`config.mk`:
```
export PLATFORM = sky130hd
export DESIGN_NAME = wb_trace_tx
export DESIGN_NICKNAME = d
export VERILOG_FILES = /design/src/rtl/wb_trace_tx.sv
export SDC_FILE = /design/constraint.sdc
export NUM_CORES = 1
export LEC_CHECK = 0
export ABC_AREA = 1
export CAP_MARGIN = 20
export CORE_UTILIZATION = 50
export DETAILED_ROUTE_END_ITERATION = 8
export PLACE_DENSITY_LB_ADDON = 0.2
export SLEW_MARGIN = 25
export SYNTH_ARGS = -nofsm -noshare
export SYNTH_HDL_FRONTEND = slang
export SYNTH_SLANG_ARGS = --single-unit
```
`constraint.sdc`:
```
create_clock -name clk -period 5.45 [get_ports clk]
set_clock_uncertainty 0.05 [all_clocks]
set_input_delay 1.09 -clock clk [delete_from_list [all_inputs] [get_ports clk]]
set_output_delay 1.09 -clock clk [all_outputs]
set_load 0.03 [all_outputs]
```
`src/rtl/wb_trace_tx.sv`:
```
// wb_trace_tx
//   Logs register-file writebacks as ASCII text over a UART line.
//   Each accepted event becomes one 13-character line:
//     <2-char register name> '=' <8 uppercase hex digits> CR LF
//   Characters are sent as 8N1 frames. Events wait in a small FIFO while
//   earlier lines are still being sent. If the FIFO is full, new events are
//   dropped and the sticky overflow flag is set.
//
//   Parameters:
//     CLK_DIV    clock cycles per UART bit (2..65535)
//     FIFO_DEPTH pending events held (power of two, 2..16)
//
//   Ports:
//     clk       rising-edge clock
//     resetn    asynchronous active-low reset
//     wb_en     writeback strobe; one event per asserted cycle
//     wb_addr   destination register number
//     wb_data   value written
//     tx        UART serial output, idle high
//     busy      high unless idle with an empty FIFO
//     overflow  sticky: an event was dropped (cleared only by reset)
//
//   Build option:
//     WB_TRACE_SKIP_R0_EN  when defined, writes to register 0 are ignored.
//                          They are not pushed and cannot set overflow.
module wb_trace_tx #(
  parameter int unsigned CLK_DIV    = 868,
  parameter int unsigned FIFO_DEPTH = 4
) (
  input  logic        clk,
  input  logic        resetn,
  input  logic        wb_en,
  input  logic [4:0]  wb_addr,
  input  logic [31:0] wb_data,
  output logic        tx,
  output logic        busy,
  output logic        overflow
);
  localparam int unsigned AW = $clog2(FIFO_DEPTH);
  localparam int unsigned CW = $clog2(CLK_DIV);
  localparam logic [CW-1:0] BAUD_LAST = CW'(CLK_DIV - 1);
  localparam logic [AW:0]   FULL_CNT  = (AW + 1)'(FIFO_DEPTH);

  typedef enum logic [2:0] {S_IDLE, S_LOAD, S_START, S_DATA, S_STOP} state_t;
  state_t r_state, w_state_next;

  logic [36:0]   r_mem [FIFO_DEPTH];
  logic [AW-1:0] r_wr_ptr, r_rd_ptr;
  logic [AW:0]   r_count;
  logic          r_overflow;
  logic [4:0]    r_line_addr;
  logic [31:0]   r_line_data;
  logic [CW-1:0] r_baud, w_baud_next;
  logic [2:0]    r_bit, w_bit_next;
  logic [3:0]    r_char, w_char_next;
  logic          w_push_req, w_full, w_pop, w_push, w_baud_last;
  logic [15:0]   w_name;
  logic [7:0]    w_char;
  logic [3:0]    w_nib_pos, w_nib;

  function automatic logic [7:0] f_hex(input logic [3:0] n);
    return (n < 4'd10) ? (8'h30 + {4'h0, n}) : (8'h37 + {4'h0, n});
  endfunction

  function automatic logic [15:0] f_name(input logic [4:0] a);
    logic [7:0] d;
    d = {3'b000, a};
    if (a == 5'd0)       f_name = "$0";
    else if (a == 5'd1)  f_name = "at";
    else if (a <= 5'd3)  f_name = {"v", 8'h30 + d - 8'd2};
    else if (a <= 5'd7)  f_name = {"a", 8'h30 + d - 8'd4};
    else if (a <= 5'd15) f_name = {"t", 8'h30 + d - 8'd8};
    else if (a <= 5'd23) f_name = {"s", 8'h30 + d - 8'd16};
    else if (a <= 5'd25) f_name = {"t", 8'h30 + d - 8'd16};  // t8, t9
    else if (a <= 5'd27) f_name = {"k", 8'h30 + d - 8'd26};
    else if (a == 5'd28) f_name = "gp";
    else if (a == 5'd29) f_name = "sp";
    else if (a == 5'd30) f_name = "fp";
    else                 f_name = "ra";
  endfunction

`ifdef WB_TRACE_SKIP_R0_EN
  assign w_push_req = wb_en && (wb_addr != 5'd0);
`else
  assign w_push_req = wb_en;
`endif

  // The only pop happens in LOAD. A push in that same cycle can be
  // accepted even when the FIFO is full.
  assign w_full = (r_count == FULL_CNT);
  assign w_pop  = (r_state == S_LOAD);
  assign w_push = w_push_req && (!w_full || w_pop);

  always_ff @(posedge clk) begin
    if (w_push) r_mem[r_wr_ptr] <= {wb_addr, wb_data};
  end

  always_ff @(posedge clk or negedge resetn) begin
    if (!resetn) begin
      r_wr_ptr    <= '0;
      r_rd_ptr    <= '0;
      r_count     <= '0;
      r_overflow  <= 1'b0;
      r_line_addr <= '0;
      r_line_data <= '0;
    end else begin
      if (w_push) r_wr_ptr <= r_wr_ptr + AW'(1);
      if (w_pop) begin
        r_rd_ptr                     <= r_rd_ptr + AW'(1);
        {r_line_addr, r_line_data}   <= r_mem[r_rd_ptr];
      end
      case ({w_push, w_pop})
        2'b10:   r_count <= r_count + (AW + 1)'(1);
        2'b01:   r_count <= r_count - (AW + 1)'(1);
        default: r_count <= r_count;
      endcase
      if (w_push_req && w_full && !w_pop) r_overflow <= 1'b1;
    end
  end

  always_ff @(posedge clk or negedge resetn) begin
    if (!resetn) begin
      r_state <= S_IDLE;
      r_baud  <= '0;
      r_bit   <= '0;
      r_char  <= '0;
    end else begin
      r_state <= w_state_next;
      r_baud  <= w_baud_next;
      r_bit   <= w_bit_next;
      r_char  <= w_char_next;
    end
  end

  assign w_baud_last = (r_baud == BAUD_LAST);

  // The baud counter restarts on every bit boundary. The bit counter and
  // character index are reset only by state transitions, so they never wrap.
  always_comb begin
    w_state_next = r_state;
    w_baud_next  = r_baud;
    w_bit_next   = r_bit;
    w_char_next  = r_char;
    case (r_state)
      S_IDLE: begin
        if (r_count != '0) w_state_next = S_LOAD;
      end
      S_LOAD: begin
        w_state_next = S_START;
        w_baud_next  = '0;
        w_char_next  = '0;
      end
      S_START: begin
        if (w_baud_last) begin
          w_baud_next  = '0;
          w_bit_next   = '0;
          w_state_next = S_DATA;
        end else begin
          w_baud_next = r_baud + CW'(1);
        end
      end
      S_DATA: begin
        if (w_baud_last) begin
          w_baud_next = '0;
          if (r_bit == 3'd7) w_state_next = S_STOP;
          else               w_bit_next   = r_bit + 3'd1;
        end else begin
          w_baud_next = r_baud + CW'(1);
        end
      end
      S_STOP: begin
        if (w_baud_last) begin
          w_baud_next = '0;
          if (r_char == 4'd12) begin
            w_state_next = (r_count != '0) ? S_LOAD : S_IDLE;
          end else begin
            w_char_next  = r_char + 4'd1;
            w_state_next = S_START;
          end
        end else begin
          w_baud_next = r_baud + CW'(1);
        end
      end
      default: w_state_next = S_IDLE;
    endcase
  end

  // Build the current character directly from the line register.
  // Character index 3 selects the top nibble, and index 10 selects the
  // bottom nibble.
  always_comb begin
    w_name    = f_name(r_line_addr);
    w_nib_pos = 4'd10 - r_char;
    w_nib     = r_line_data[{w_nib_pos[2:0], 2'b00} +: 4];
    if (r_char == 4'd0)       w_char = w_name[15:8];
    else if (r_char == 4'd1)  w_char = w_name[7:0];
    else if (r_char == 4'd2)  w_char = 8'h3D;
    else if (r_char <= 4'd10) w_char = f_hex(w_nib);
    else if (r_char == 4'd11) w_char = 8'h0D;
    else                      w_char = 8'h0A;
  end

  // tx is decoded from state only, so asynchronous reset drives it high at once.
  always_comb begin
    tx = 1'b1;
    case (r_state)
      S_START: tx = 1'b0;
      S_DATA:  tx = w_char[r_bit];
      default: tx = 1'b1;
    endcase
  end

  assign busy     = (r_state != S_IDLE) || (r_count != '0);
  assign overflow = r_overflow;

endmodule
```
# Word-level counts from Yosys, hierarchy flattened
# Memories as Yosys holds them, arrays and structs flattened. A register that Yosys moved wholly into a read port is not among the register bits.
# Cells that the tools add are included.
# Widths: inputs -> output; s select.
# word_totals
out_inout_bits,3
regBits,28
n_memories,1
elab_cells,120
inputBits,40
rom_bits,0
ram_bits,148
latch_bits,0
# memory_table
memory,depth,width,rd,rd_clocked_by_memory_dff,wr,line_no,text
r_mem,4,37,1,1,1,47,logic [36:0] r_mem [FIFO_DEPTH];
# classes
n_bitwise,0
reduce_logical,21
shifts,1
n_eq_ne,24
multipliers,0
n_div,0
add_sub_neg,16
magnitude_cmp,9
mux,40
# op_table
operator,n
$mux 13,10
$shiftx 32x6->4,1
$mux 3,9
$mux 7,3
$pmux 10 s2,1
$mux 8,2
$eq 5x5->1 const B,3
$le 5x5->1 const B,3
$mux 15,1
$pmux 3 s5,1
$add 6x4->7 const A,2
$ne 2x2->1 const B,7
$pmux 3 s2,2
$add 10x1->10 const B,1
$eq 10x10->1 const B,1
$mux 10,1
$eq 3x3->1 const B,3
$eq 4x4->1 const B,2
$mux 4,2
$pmux 4 s2,1
$reduce_bool 2->1,4
$sub 7x5->8 const B,1
$sub 8x2->8 const B,1
$sub 8x3->8 const B,1
36 further kinds,48

# Logic depth before layout (Yosys ltp)
# Gate-level depths: netlist of run 1.
# depth
depth_word,17
ltp_mapped,24
mapped_depth_nobuf,22

# Worst setup path before layout of run 1
# No wires, ideal clock.
# synth_path
path_kind,reg-to-output
start,register r_char[0]
end,output tx
arrival_ns,2.579
path_stages_with_launch,20
setup_slack_ns,1.731
cell_sequence,dfrtp_1 -> inv_2 -> buf_4 -> ha_1 -> buf_2 -> inv_2 -> o21ai_0 -> o21ai_0 -> nand2_1 -> nand2_1 -> inv_1 -> ha_1 -> nand2_1 -> nand3_2 -> nand3b_1 -> nand2_1 -> a21oi_1 -> a21oi_2 -> nand2_1 -> nand2_1
# synth_via
elab_chain_cells,11
# synth_lines
element,line_no,text
from (decl),55,"logic [3:0] r_char, w_char_next;"
from (signal assigned),131,r_char <= w_char_next;
$sub 2x3->3,193,w_nib_pos = 4'd10 - r_char;
$shiftx 32x6->4,194,"w_nib = r_line_data[{w_nib_pos[2:0], 2'b00} +: 4];"
$add 6x4->7 or $lt 4x4->1 (tied branches),62,"return (n < 4'd10) ? (8'h30 + {4'h0, n}) : (8'h37 + {4'h0, n});"
$mux 7,62,
$mux 7,198,else if (r_char <= 4'd10) w_char = f_hex(w_nib);
$mux 7,197,else if (r_char == 4'd2) w_char = 8'h3D;
$mux 8,196,else if (r_char == 4'd1) w_char = w_name[7:0];
$mux 8 (*),195,if (r_char == 4'd0) w_char = w_name[15:8];
$bmux 1 s3 (*),208,S_DATA: tx = w_char[r_bit];
$mux 1 (not written as such) (*),208,
$pmux 1 s2 (*),206,case (r_state)
to (decl),35,"output logic tx,"
# Mark *: on every way between the ends. The rest lies on a longest branch, timed or not. The select of a mux whose other input is x is not followed.

# Worst setup path after layout of run 1
# Same ends and word-level chain as after synthesis.

==> results of run 1 <==
## flip-flops by register name, summed over array words and instances (netlist names)
name and count:
r_bit 3, r_mem 148, r_line_data 32, r_wr_ptr 2, r_baud 10, r_char 4, r_rd_ptr 2, r_line_addr 5
overflow 1, r_state 3, r_count 3
## cell usage in the layout (no fill, tap or decap), types with 2 or more instances in the layout
cell type                         count
sky130_fd_sc_hd__nand2_1            206
sky130_fd_sc_hd__nor2_1             164
sky130_fd_sc_hd__edfxtp_1           148
sky130_fd_sc_hd__inv_1               96
sky130_fd_sc_hd__o21ai_0             95
sky130_fd_sc_hd__dfrtp_1             63
sky130_fd_sc_hd__nand3_1             56
sky130_fd_sc_hd__clkdlybuf4s50_1     41
sky130_fd_sc_hd__o32ai_1             37
sky130_fd_sc_hd__ha_1                31
sky130_fd_sc_hd__clkbuf_16           23
sky130_fd_sc_hd__a21oi_1             21
sky130_fd_sc_hd__nor3_1              14
sky130_fd_sc_hd__xor2_1              11
sky130_fd_sc_hd__buf_4               10
sky130_fd_sc_hd__inv_2                9
sky130_fd_sc_hd__clkbuf_1             8
sky130_fd_sc_hd__nand2_2              6
sky130_fd_sc_hd__nor2_4               6
sky130_fd_sc_hd__nand4_1              5
sky130_fd_sc_hd__o22ai_1              5
sky130_fd_sc_hd__o211ai_1             4
sky130_fd_sc_hd__nand2_4              3
sky130_fd_sc_hd__nand3_2              3
sky130_fd_sc_hd__nor2_2               3
sky130_fd_sc_hd__a21oi_2              3
sky130_fd_sc_hd__o21ai_1              3
sky130_fd_sc_hd__clkinv_2             3
sky130_fd_sc_hd__nor4_1               2
sky130_fd_sc_hd__xnor2_1              2
sky130_fd_sc_hd__bufinv_16            2
sky130_fd_sc_hd__clkbuf_8             2
sky130_fd_sc_hd__dfrtp_2              2
## where the power goes
| part | switching (W) | total, W | internal (W) |
|---|---|---|---|
| sequential | 0.0000531 | 0.00205 | 0.00200 |
| combinational | 0.000263 | 0.000379 | 0.000116 |
| clock | 0.000572 | 0.00147 | 0.000897 |
| total | 0.000888 | 0.00390 | 0.00301 |
## metal layers
| metal | GRT usage | wire, um | part of all wire |
|---|---|---|---|
| met5 | 0 | 0 | 0 |
| met3 | 0.02453 | 946 | 0.046 |
| met1 | 0.2695 | 9227 | 0.44 |
| met2 | 0.3522 | 10180 | 0.49 |
| met4 | 0.05368 | 402 | 0.019 |
## per-stage QoR
| stage | power (W) | worst slack [ns] | utilization |
|---|---|---|---|
| after global placement | 0.002453 | 0.9960 | 0.5412 |
| after CTS | 0.003933 | 0.3577 | 0.5769 |
| after global routing | 0.004050 | 0.01132 | 0.5769 |
| after floorplan | 0.002289 | 1.731 | - |
| final | 0.003896 | 0.3612 | 0.5769 |
| after detailed placement | 0.002466 | 0.9023 | 0.5412 |
## worst paths after layout
path	startpoint	to	slack [ns]	cells past startpoint
worst max-delay path	r_char[0]$_DFFE_PN0P_	tx	0.36	24
worst min-delay path	r_baud[9]$_DFFE_PN0P_	r_baud[9]$_DFFE_PN0P_	0.41	1
worst max register to register	r_state[2]$_DFFE_PN0P_	r_mem[3][32]$_DFFE_PP_	2.63	6
worst min register to register	r_baud[9]$_DFFE_PN0P_	r_baud[9]$_DFFE_PN0P_	0.41	1
max in group asynchronous	resetn	r_rd_ptr[1]$_DFFE_PN0N_	3.89	2
min in group asynchronous	resetn	r_bit[2]$_DFFE_PN0P_	0.46	1
## final cells by class
class                           instances  area, sq um
Timing Repair Buffer                   52        490.5
Multi-Input combinational cell        692         3613
Tap cell                              270        337.8
Sequential cell                       213         6073
Fill cell                            1718         8534
Clock buffer                           33        633.1
Clock inverter                          7        86.33
Inverter                              106        400.4
## logic make-up after synthesis
family,count (synthesis),share of synthesized area
xor gates and xnor gates,15,0.01427
AOI/OAI and AO/OA,175,0.1038
DFF,213,0.5916
and+or+nand+nor,470,0.1908
buffers and inverters,150,0.05975
adders and majority gates,32,0.03975
## worst max-delay path, stage by stage, from the launching register on
cell,delay (ns)
sky130_fd_sc_hd__dfrtp_1,0.36
sky130_fd_sc_hd__buf_4,0.20
sky130_fd_sc_hd__inv_2,0.24
sky130_fd_sc_hd__ha_1,0.38
sky130_fd_sc_hd__inv_2,0.18
sky130_fd_sc_hd__o21ai_0,0.11
sky130_fd_sc_hd__o21ai_0,0.16
sky130_fd_sc_hd__nand2_1,0.07
sky130_fd_sc_hd__nand2_1,0.10
sky130_fd_sc_hd__inv_1,0.06
sky130_fd_sc_hd__ha_1,0.22
sky130_fd_sc_hd__inv_1,0.06
sky130_fd_sc_hd__nor2_1,0.04
sky130_fd_sc_hd__nand2_1,0.05
sky130_fd_sc_hd__nand3_1,0.06
sky130_fd_sc_hd__nand2_1,0.06
sky130_fd_sc_hd__nand2_1,0.05
sky130_fd_sc_hd__nand3_1,0.08
sky130_fd_sc_hd__nand2_1,0.05
sky130_fd_sc_hd__nand2_1,0.06
sky130_fd_sc_hd__nor2_1,0.04
sky130_fd_sc_hd__nand2_1,0.05
sky130_fd_sc_hd__nand2_1,0.05
sky130_fd_sc_hd__nand2_1,0.06
sky130_fd_sc_hd__clkdlybuf4s50_1,0.67
==> metrics, run 1 <==
cell area after synthesis 0.01026 sq mm; number of warning messages in the yosys log 0; setup fix buffers added after clock tree synthesis 0; TritonCTS clock tree built; pwr dens 334.9 mW/mm^2; type of element launching the critical path flop; post-synthesis cell count 1,055; area growth from synthesis to layout 13.39%; Bufs on Longest Clock Path 3; nets 1,159; status completed; Placed Instance Area 0.01092 sq mm; clk_lat worst skew 0.49 ns; count of clock tree sinks 213; number of inserted diodes 0; number of max-cap violations 0; setup tns final 0 ns; kind of path behind the tightest hold check flop to flop; Crit Path Class flop to output pin; post-cts hold buffer count 0; Routed Antenna Nets 0; # DRC 0; ys async rst share 0.3052; detailed-route via count 7,243; largest area contributor in the synthesized netlist sky130_fd_sc_hd__edfxtp_1; Post-synth EDFFs 148; Max-slew headroom 0.3291; Commonest cells post-synth sky130_fd_sc_hd__nand2_1, sky130_fd_sc_hd__nor2_1, sky130_fd_sc_hd__edfxtp_1; placer's final routability congestion estimate 0.8914; number of antenna violations at the first check in global routing 0; initial core utilization 0.5087; slew at the pin closest to its max-slew limit 1.004 ns; number of design-rule violations left by the first detailed-router iteration 403; global-route wire length before repair 34,750 um; aggregate global-route resource usage 0.2028; largest vdd supply drop 293.3 uV; clock period minus final worst setup slack 5.089 ns; area fraction of the dominant cell type after synthesis 0.4331; Top Ports 43; cell at the root of the clock tree sky130_fd_sc_hd__clkbuf_16; Worst Setup End Kind output pin; die boundary height 145.3 um; Synth Net Count 1,127; top fanout value on the critical path 22; average routed wire per standard cell 15.12 um; Yosys cell types 43; total routed wirelength 20,760 um; Worst EP arrival 3.95 ns; Pleak 4.597 nW; sequential fraction of the synthesis area 0.5916; count of final max-slew check failures 0; post-layout instance area 0.01163 sq mm; post-route clock period utilization 0.9337; count of instances resized after the clock tree is built 0; Primary FF master, synth sky130_fd_sc_hd__edfxtp_1; count of placed standard cells including taps 1,333; top cells by area in the synthesized netlist sky130_fd_sc_hd__edfxtp_1, sky130_fd_sc_hd__dfrtp_1, sky130_fd_sc_hd__nand2_1, sky130_fd_sc_hd__nor2_1, sky130_fd_sc_hd__o21ai_0; core area 0.02017 sq mm; total of flip-flops plus latches after synthesis 213; maximum frequency from static timing analysis 196.5 MHz; Fin. Hold Viols 0; most repeated cell in the gate-level netlist after synthesis sky130_fd_sc_hd__nand2_1; die outline area 0.02110 sq mm; detailed placer's ending HPWL 13,400 um; detailed-router iteration count before antenna repair 5; RSZ-0062 raised after global routing false; number of setup violations in the final report 0; remaining global-route overflow 0; number of buffers inserted during clock tree synthesis 22; clock-pin transition on the worst setup and hold timing paths 0.06 ns; number of rows in the core area 52; minimum hold slack 0.4117 ns; largest net degree at the start of global routing 77; number of global-route vias before repair 7,091; Worst EP required 4.31 ns; final cell count without fillers 1,373; proportion of layout cells with a drive suffix above 1 0.07525; Port Buf Inserts 42; detailed-route vias per instance 5.275; maximum level of the CTS H-tree 1; average cell area after synthesis 9.726 sq um; width of the die 145.3 um
No activity file was read; power rests on OpenSTA's default activity.
==> inputs of run 2 (changes only) <==
==> constraint.sdc (replaced) <==
create_clock -name clk -period 6.6 [get_ports clk]
set_clock_uncertainty 0.05 [all_clocks]
set_input_delay 1.32 -clock clk [delete_from_list [all_inputs] [get_ports clk]]
set_output_delay 1.32 -clock clk [all_outputs]
set_load 0.03 [all_outputs]
==> metrics, run 2 (synthesis results as in run 1) <==
commonest non-fill, non-tap cells in the layout sky130_fd_sc_hd__nand2_1, sky130_fd_sc_hd__nor2_1, sky130_fd_sc_hd__edfxtp_1; Routed Antenna Nets 0; CP Depth 18; number of global-route vias before repair 7,061; launch instance of the worst register-to-register path r_state[0]$_DFFE_PN0P_; number of setup violations in the final report 0; register containing the most flip-flops in the final layout r_mem; kind of path behind the tightest hold check flop to flop; R2R setup slack 3.63 ns; top fanout value on the critical path 22; remaining global-route overflow 0; peak per-stage delay on the critical path 0.78 ns; maximum level of the CTS H-tree 1; core area 0.02017 sq mm; largest vdd supply drop 233.5 uV; number of design-rule violations left by the first detailed-router iteration 411; detailed placer's ending HPWL 12,830 um; nets 1,159; number of cell instances on the worst register-to-register path 8; worst setup path endpoint tx; largest net degree at the start of global routing 77; count of final max-slew check failures 0; critical-path cell with the highest stage delay sky130_fd_sc_hd__dfrtp_1; number of inserted diodes 0; Worst Setup End Kind output pin; slew at the pin closest to its max-slew limit 0.8291 ns; Port Buf Inserts 42; detailed-router iteration count before antenna repair 5; launch point of the worst path r_char[0]$_DFFE_PN0P_; setup tns final 0 ns; maximum frequency from static timing analysis 173.6 MHz; count of instances resized after the clock tree is built 0; largest registers in the final layout r_mem x148, r_line_data x32, r_baud x10; number of rows in the core area 52; die boundary height 145.3 um; number of buffers inserted during clock tree synthesis 23; Worst EP required 5.23 ns; proportion of layout cells with a drive suffix above 1 0.07699; cell-by-cell listing of the critical path inv_2, ha_1, inv_2, o21ai_0, o21ai_0, nand2_1, nand2_1, inv_1, ha_1, nand2_1, nand3_2, nand3b_1, nand2_1, a21oi_1, a21oi_2, nand2_1, nand2_1, clkdlybuf4s50_1; Bufs and invs on worst path 4; aggregate global-route resource usage 0.2011; width of the die 145.3 um; global-route wire length before repair 34,660 um; Max-slew headroom 0.4473; FILL cells 1,746; area growth from synthesis to layout 13.95%; Crit Path Class flop to output pin; reg2reg end r_mem[3][30]$_DFFE_PP_; average routed wire per standard cell 14.99 um; clock-pin transition on the worst setup and hold timing paths 0.06 ns; number of max-cap violations 0; detailed-route via count 7,321; clock period minus final worst setup slack 5.759 ns; cell at the root of the clock tree sky130_fd_sc_hd__clkbuf_16; Top Ports 43; Fin. Hold Viols 0; post-cts hold buffer count 0; Worst path top cell family by delay buffers and inverters; pwr dens 284.4 mW/mm^2; # DRC 0; RSZ-0062 raised after global routing false; clk_lat worst skew 0.51 ns; max FFs per register 148; Pleak 4.619 nW; type of element launching the critical path flop; detailed-route vias per instance 5.328; initial core utilization 0.5087; number of antenna violations at the first check in global routing 0; Bufs on Longest Clock Path 3; count of clock tree sinks 213; most frequent standard cell in the layout excluding fill and tap cells sky130_fd_sc_hd__nand2_1; setup fix buffers added after clock tree synthesis 0; post-route clock period utilization 0.8726; status completed; TritonCTS clock tree built; die outline area 0.02110 sq mm; Worst EP arrival 4.39 ns; Power, Total 0.003325 W; cell occurring most often along the worst timing path sky130_fd_sc_hd__nand2_1; total routed wirelength 20,590 um; placer's final routability congestion estimate 0.9002
[run 2: cell count changes in the layout (fill, tap and decap cells not counted), sizes merged]
cell / change
buf: -1
bufinv: +2
clkbuf: -3
clkinvlp: +1
inv: +2
[run 2: through the flow]
step	utilization	instances	area [sq um]	hold slack, ns	setup slack [ns]
detailed placement	0.5408	1332	10910	0.4041	1.395
floorplan	-	1055	10260	0.3830	2.651
global placement	0.5408	1332	10910	0.3982	1.476
global route	0.5797	1374	11690	0.4437	0.3892
finish	0.5797	1374	11690	0.4129	0.8408
CTS	0.5797	1374	11690	0.4143	0.8402
[run 2: power breakdown]
part | switching, W | internal, W
Sequential | 0.0000460 | 0.00165
Clock | 0.000509 | 0.000814
Combinational | 0.000214 | 0.0000948
Total | 0.000768 | 0.00256
[run 2: cell type report]
cell class	instances	area, sq um	share of cell area
clock inverter	12	172.7	0.01477
multi-input combinational	692	3613	0.3090
sequential	213	6073	0.5194
clock buffer	30	611.8	0.05233
inverter	106	400.4	0.03424
tap	270	337.8	0.02889
timing repair buffer	51	483.0	0.04131
[run 2: routing by layer]
metal  vias up  share of wire  track usage
met2       136           0.48       0.3450
met1      3512           0.46       0.2697
met4         0          0.016      0.05158
li1       3642              -            -
met3        31          0.041      0.02736
met5         -              0            0
[run 2: worst min-delay path by stage]
stage                          start                     to  depth (start not counted)
6_report       r_baud[9]$_DFFE_PN0P_  r_baud[9]$_DFFE_PN0P_                          1
5_1_grt        r_baud[9]$_DFFE_PN0P_  r_baud[9]$_DFFE_PN0P_                          1
2_1_floorplan  r_baud[9]$_DFFE_PN0P_  r_baud[9]$_DFFE_PN0P_                          1
3_3_place_gp   r_baud[9]$_DFFE_PN0P_  r_baud[9]$_DFFE_PN0P_                          1
4_1_cts        r_baud[9]$_DFFE_PN0P_  r_baud[9]$_DFFE_PN0P_                          1
3_5_place_dp   r_baud[9]$_DFFE_PN0P_  r_baud[9]$_DFFE_PN0P_                          1
[run 2: worst reg2reg max path: stages, from the launching register on]
cell,delay [ns]
sky130_fd_sc_hd__dfrtp_1,0.38
sky130_fd_sc_hd__inv_1,0.14
sky130_fd_sc_hd__nor3_4,0.12
sky130_fd_sc_hd__buf_4,0.53
sky130_fd_sc_hd__inv_2,0.25
sky130_fd_sc_hd__nand2_1,0.11
sky130_fd_sc_hd__nand2_1,0.29
sky130_fd_sc_hd__nor2_4,0.17
sky130_fd_sc_hd__buf_4,0.50
